### src/rtl/ccc_resp_engine.sv
// I3C target CCC response engine: answers direct GET CCCs with a byte
// stream and applies RSTACT, ENEC/DISEC and ENTHDR0 side effects.
module ccc_resp_engine #(
   parameter int IbiPayloadEn = 1,
   parameter int PidBytes     = 6
) (
   input  logic        clk_i,
   input  logic        rst_ni,
   input  logic        ccc_valid_i,
   input  logic [7:0]  ccc_code_i,
   input  logic        def_valid_i,
   input  logic [7:0]  def_byte_i,
   input  logic        ccc_abort_i,
   input  logic        hdr_exit_i,
   input  logic [15:0] mrl_i,
   input  logic [15:0] mwl_i,
   input  logic [15:0] status_i,
   input  logic [7:0]  ibi_size_i,
   input  logic [7:0]  bcr_i,
   input  logic [7:0]  dcr_i,
   input  logic [47:0] pid_i,
   output logic        resp_valid_o,
   input  logic        resp_ready_i,
   output logic [7:0]  resp_data_o,
   output logic        resp_last_o,
   output logic [7:0]  rstact_o,
   output logic        rstact_valid_o,
   output logic        int_en_o,
   output logic        crr_en_o,
   output logic        hj_en_o,
   output logic        hdr_mode_o,
   output logic        unsupported_o
);

   typedef enum logic [1:0] {
      IDLE,
      SEND,
      WAIT_DEF,
      WAIT_DATA
   } state_e;

   localparam logic [2:0] PidLen   = 3'(PidBytes);
   localparam logic [2:0] MrlLen   = (IbiPayloadEn != 0) ? 3'd3 : 3'd2;
   localparam int         PidShift = 8 * (6 - PidBytes);

   state_e      state_q, state_d;
   logic [47:0] buf_q, buf_d;
   logic [2:0]  len_q, len_d;
   logic [2:0]  cnt_q, cnt_d;
   logic        ensel_q, ensel_d;
   logic [7:0]  rstact_q, rstact_d;
   logic        rstv_q, rstv_d;
   logic        int_q, int_d;
   logic        crr_q, crr_d;
   logic        hj_q, hj_d;
   logic        hdr_q, hdr_d;
   logic        unsup_q, unsup_d;
   logic        last_byte;

   assign last_byte = (cnt_q == (len_q - 3'd1));

   // Next-state and command decode; abort overrides every other event.
   always_comb begin
      state_d  = state_q;
      buf_d    = buf_q;
      len_d    = len_q;
      cnt_d    = cnt_q;
      ensel_d  = ensel_q;
      rstact_d = rstact_q;
      rstv_d   = 1'b0;
      int_d    = int_q;
      crr_d    = crr_q;
      hj_d     = hj_q;
      hdr_d    = hdr_q;
      unsup_d  = 1'b0;
      if (hdr_exit_i) begin
         hdr_d = 1'b0;
      end
      if (ccc_abort_i) begin
         state_d = IDLE;
         cnt_d   = '0;
      end else begin
         unique case (state_q)
            IDLE: begin
               if (ccc_valid_i && !hdr_q) begin
                  cnt_d = '0;
                  case (ccc_code_i)
                     8'h8B: begin
                        state_d = SEND;
                        buf_d   = {mwl_i, 32'h0};
                        len_d   = 3'd2;
                     end
                     8'h8C: begin
                        state_d = SEND;
                        buf_d   = {mrl_i, ibi_size_i, 24'h0};
                        len_d   = MrlLen;
                     end
                     8'h8D: begin
                        state_d = SEND;
                        buf_d   = pid_i << PidShift;
                        len_d   = PidLen;
                     end
                     8'h8E: begin
                        state_d = SEND;
                        buf_d   = {bcr_i, 40'h0};
                        len_d   = 3'd1;
                     end
                     8'h8F: begin
                        state_d = SEND;
                        buf_d   = {dcr_i, 40'h0};
                        len_d   = 3'd1;
                     end
                     8'h90: begin
                        state_d = SEND;
                        buf_d   = {status_i, 32'h0};
                        len_d   = 3'd2;
                     end
                     8'h2A, 8'h9A: state_d = WAIT_DEF;
                     8'h00, 8'h80: begin
                        state_d = WAIT_DATA;
                        ensel_d = 1'b1;
                     end
                     8'h01, 8'h81: begin
                        state_d = WAIT_DATA;
                        ensel_d = 1'b0;
                     end
                     8'h20:   hdr_d   = 1'b1;
                     default: unsup_d = 1'b1;
                  endcase
               end
            end
            SEND: begin
               if (resp_ready_i) begin
                  if (last_byte) begin
                     state_d = IDLE;
                     cnt_d   = '0;
                  end else begin
                     buf_d = {buf_q[39:0], 8'h00};
                     cnt_d = (cnt_q == 3'd7) ? cnt_q : cnt_q + 3'd1;
                  end
               end
            end
            WAIT_DEF: begin
               if (def_valid_i) begin
                  state_d = IDLE;
                  if (def_byte_i <= 8'h02) begin
                     rstact_d = def_byte_i;
                     rstv_d   = 1'b1;
                  end
               end
            end
            WAIT_DATA: begin
               if (def_valid_i) begin
                  state_d = IDLE;
                  if (def_byte_i[0]) int_d = ensel_q;
                  if (def_byte_i[1]) crr_d = ensel_q;
                  if (def_byte_i[3]) hj_d  = ensel_q;
               end
            end
            default: state_d = IDLE;
         endcase
      end
   end

   // State and output registers with synchronous reset.
   always_ff @(posedge clk_i) begin
      if (!rst_ni) begin
         state_q  <= IDLE;
         buf_q    <= '0;
         len_q    <= '0;
         cnt_q    <= '0;
         ensel_q  <= 1'b0;
         rstact_q <= '0;
         rstv_q   <= 1'b0;
         int_q    <= 1'b1;
         crr_q    <= 1'b1;
         hj_q     <= 1'b1;
         hdr_q    <= 1'b0;
         unsup_q  <= 1'b0;
      end else begin
         state_q  <= state_d;
         buf_q    <= buf_d;
         len_q    <= len_d;
         cnt_q    <= cnt_d;
         ensel_q  <= ensel_d;
         rstact_q <= rstact_d;
         rstv_q   <= rstv_d;
         int_q    <= int_d;
         crr_q    <= crr_d;
         hj_q     <= hj_d;
         hdr_q    <= hdr_d;
         unsup_q  <= unsup_d;
      end
   end

   assign resp_valid_o   = (state_q == SEND);
   assign resp_data_o    = buf_q[47:40];
   assign resp_last_o    = (state_q == SEND) && last_byte;
   assign rstact_o       = rstact_q;
   assign rstact_valid_o = rstv_q;
   assign int_en_o       = int_q;
   assign crr_en_o       = crr_q;
   assign hj_en_o        = hj_q;
   assign hdr_mode_o     = hdr_q;
   assign unsupported_o  = unsup_q;

endmodule

### config.mk
export PLATFORM = sky130hd
export DESIGN_NAME = ccc_resp_engine
export DESIGN_NICKNAME = d
export VERILOG_FILES = /design/src/rtl/ccc_resp_engine.sv
export SDC_FILE = /design/constraint.sdc
export NUM_CORES = 1
export LEC_CHECK = 0
export ABC_AREA = 1
export BUFFER_PORTS_ARGS = -buffer_cell sky130_fd_sc_hd__clkbuf_2
export CORE_UTILIZATION = 40
export DETAILED_ROUTE_END_ITERATION = 8
export PLACE_DENSITY = 0.7
export SYNTH_ARGS = -nofsm -noshare
export SYNTH_HDL_FRONTEND = slang
export SYNTH_SLANG_ARGS = --single-unit
export TNS_END_PERCENT = 10
### constraint.sdc
create_clock -name clk_i -period 1.6 [get_ports clk_i]
set_input_delay 0.08 -clock clk_i [delete_from_list [all_inputs] [get_ports clk_i]]
set_output_delay 0.08 -clock clk_i [all_outputs]
set_load 0.01 [all_outputs]
==> results.md <==
* Outcome: finished with violations
* Violated checks: setup timing
* First-pass GRT wire length at 21,400 um
* Avg Cell Area, Syn at 6.26 um^2
* Total grt overflow at 0
* Crit Path Category: flop to flop
* Synth top cells by count: nand2_1, nor2_1, nand3_1
* Clock Tree Buf Depth at 2
* Post-DP HPWL at about 10,000 um
* CTS tree: built
* Vias in the first global route at 4,688
* P_sw at 0.00101 W
* Initial antenna violation count at 0
* FF-to-FF Start: len_q[0]$_SDFFE_PN0P_
* Skew final at ~0.011 ns
* Reg2reg end: buf_q[2]$_SDFFE_PN0P_
* # fillers at 1,073
* DIE AREA at around 12,000 um^2
* CTS root buf: clkbuf_8
* Final setup margin at -0.0910 ns
* Capturing element type of the critical path: flop
* Die Wd at between 100 and 150 um
* RSZ-0062 raised after global routing: yes
* Setup Viol. Count Final at 46
* Post-synthesis cell area at ~4400 um^2
* Cell taking the most area after synthesis: dfxtp_1
* Routed Antenna Nets at 0
* Number of flops mapped to enable cells by yosys at 0
* Yosys reg bits at 71
* Hold path depth at 3
* Sequential area share after synthesis at 0.320
* End of the critical path: buf_q[2]$_SDFFE_PN0P_
* WL final at 14,000 um
* Library cells used by synthesis at 33
* TritonCTS Buffers at 9
* Slew HR at 0.651
* Initial Utilization at 0.410
* Core Area at 10,800 um^2
* Port bufs at 166
* Area Growth Syn to Fin at 41.9%
* DR vias at 5,162
* I/O pins at 167
* GRT Util Overall at 0.234
* Nets@finish at about 1,100
* Synth top area share at 0.320
* Post-synth net total at between 800 and 900
* Net Sw Frac at 0.247
* Pre-CTS setup slack at -0.137 ns
* Crit path DAT at 1.97 ns
* Most instantiated library cell after synthesis: nand2_1
* Clock power share at 0.434
* Tmin final at 1.69 ns
* Max Slew Vio Count at 0
* Worst Setup SP: len_q[0]$_SDFFE_PN0P_
* Ys flop type: dfxtp_1
* Pre-Repair DR Iteration Count at 4
* Clock Sinks at 71
* Flop-to-flop setup slack at -0.09 ns
* Number of max-cap violations at 0
* Largest net degree at the start of global routing at 39
* P_int at 0.00308 W
* Fin. Hold Viols at 0
* # DRC at 0
* Synthesis Warnings at 0
* Initial DRC Count at 262
* R2R depth at 13
* Hold slack at approximately 0.014 ns
* P_leak at between 3 and 4 nW
* Fin crit share at 1.06
* Highest clock rate at 591 MHz
* Avg WL per Cell at roughly 13 um
* PD cells at 648 nW/um^2
* Clock Latency Late Sink at 0.35 ns
* H-tree depth at 3
* Worst Tran Pin Value at about 0.52 ns
* Die Y at 107 um
* Synth area leaders: dfxtp_1, nand2_1, nand3_1, nor2_1, inv_1
* Share of layout cells above drive strength 1 at 0.373
* Worst VDD drop at 490 uV
* Reg clk slew, reported paths at around 0.080 ns
* Row cnt at 38
* Worst Setup Start Kind: flop
* Vias per inst at 4.91
* Logic pwr share at 0.128
* FFs w/ async S/R, synth at 0
* Synth Instances at 710
* HP Class: input pin to flop
* Ant. Diodes at 0
* Worst Path Max Fanout at 11
* Gp weighted congestion at 0.868
* CP required at about 1.9 ns
* Sequential share of power at 0.438
==> cells by family (layout without fill, tap and decap cells) <==
logic type | count (synthesis) | after routing | share of synthesized area
buf+inv | 120 | 322 | 0.120
fa+ha+maj | 3 | 3 | 0.00844
simple gates | 413 | 413 | 0.425
compound gates | 103 | 103 | 0.127
flops | 71 | 71 | 0.320
==> through the flow <==
stage          area (um^2)  total power [W]  TNS (ns)  cells   util
2_1_floorplan         4460          0.00203    -0.334    710      -
3_3_place_gp          5640          0.00230     -2.50   1023  0.520
3_5_place_dp          5640          0.00230     -4.28   1023  0.520
4_1_cts               6000          0.00407     -1.84   1046  0.553
5_1_grt               6310          0.00425     -7.51   1052  0.582
6_report              6310          0.00409     -2.05   1052  0.582
==> worst min path at each step <==
stage | end | startpoint | slack (ns)
6_report | buf_q[6]$_SDFFE_PN0P_ | pid_i[6] | 0.01
5_1_grt | rstact_o[0]$_SDFFE_PN0P_ | def_byte_i[0] | 0.008
4_1_cts | buf_q[6]$_SDFFE_PN0P_ | pid_i[6] | 0.005
3_5_place_dp | buf_q[2]$_SDFFE_PN0P_ | pid_i[2] | 0.35
3_3_place_gp | buf_q[2]$_SDFFE_PN0P_ | pid_i[2] | 0.35
2_1_floorplan | rstact_o[0]$_SDFFE_PN0P_ | def_byte_i[0] | 0.26
==> state kept, by name, indices dropped and copies added, names as in the netlist, 2 cells and up <==
register	count
cnt_q	3
buf_q	48
len_q	3
state_q	2
rstact_o	8
==> power groups by stage <==
stage	registers, W	logic [W]	clock network [W]
4_1_cts	0.00179	0.000490	0.00179
3_5_place_dp	0.00183	0.000467	0
5_1_grt	0.00179	0.000575	0.00188
3_3_place_gp	0.00183	0.000464	0
6_report	0.00179	0.000522	0.00177
2_1_floorplan	0.00183	0.000196	0
==> layout make-up <==
| type | count | area (um^2) | share of cell area |
|---|---|---|---|
| repair buffers | 232 | 1460 | 0.232 |
| flip-flops and latches | 71 | 1430 | 0.226 |
| clock inverters | 6 | 115 | 0.0183 |
| clock buffers | 10 | 128 | 0.0202 |
| well taps | 140 | 175 | 0.0278 |
| inverters | 74 | 280 | 0.0444 |
| multi-input cells | 519 | 2720 | 0.432 |
==> layer usage <==
layer,global-route usage,vias to the layer above,part of all wire
li1,-,2683,-
met1,0.279,2262,0.44
met2,0.411,188,0.46
met3,0.0454,29,0.073
met4,0.0920,0,0.026
met5,0,-,0
==> repair_timing <==
item,4_1_cts,5_1_grt
pin swaps,4,25
gates cloned,1,5
hold buffers,6,0
endpoints found under the hold margin,6,0
setup buffers,0,1
setup endpoints to repair,51,65
gates resized for setup,35,59
==> cell usage in the layout (no fill, tap or decap), drive strengths merged <==
cell	instances
or2	12
a211oi	2
o21ai	46
a22oi	4
nor2	127
buf	58
a21oi	46
ha	3
nor3b	2
nand3	89
clkbuf	178
o21a	1
nand4	13
nor4	2
nand2	150
nor3	11
nand3b	1
dfxtp	71
dlygate4sd3	6
and3	6
bufinv	3
clkinvlp	1
inv	76
a22o	4
==> worst max-delay path: stages, from the launching register on <==
cell and delay, ns:
dfxtp_2 0.33, inv_2 0.08, ha_4 0.14, inv_2 0.03
nand2_2 0.05, nand2_1 0.05, nand2_1 0.06, nand2_2 0.08
nand3_4 0.10, nand2_4 0.07, nor2_4 0.19, buf_4 0.22
nand3_1 0.10, a21oi_2 0.13
Power figures use the tool's default switching activity.
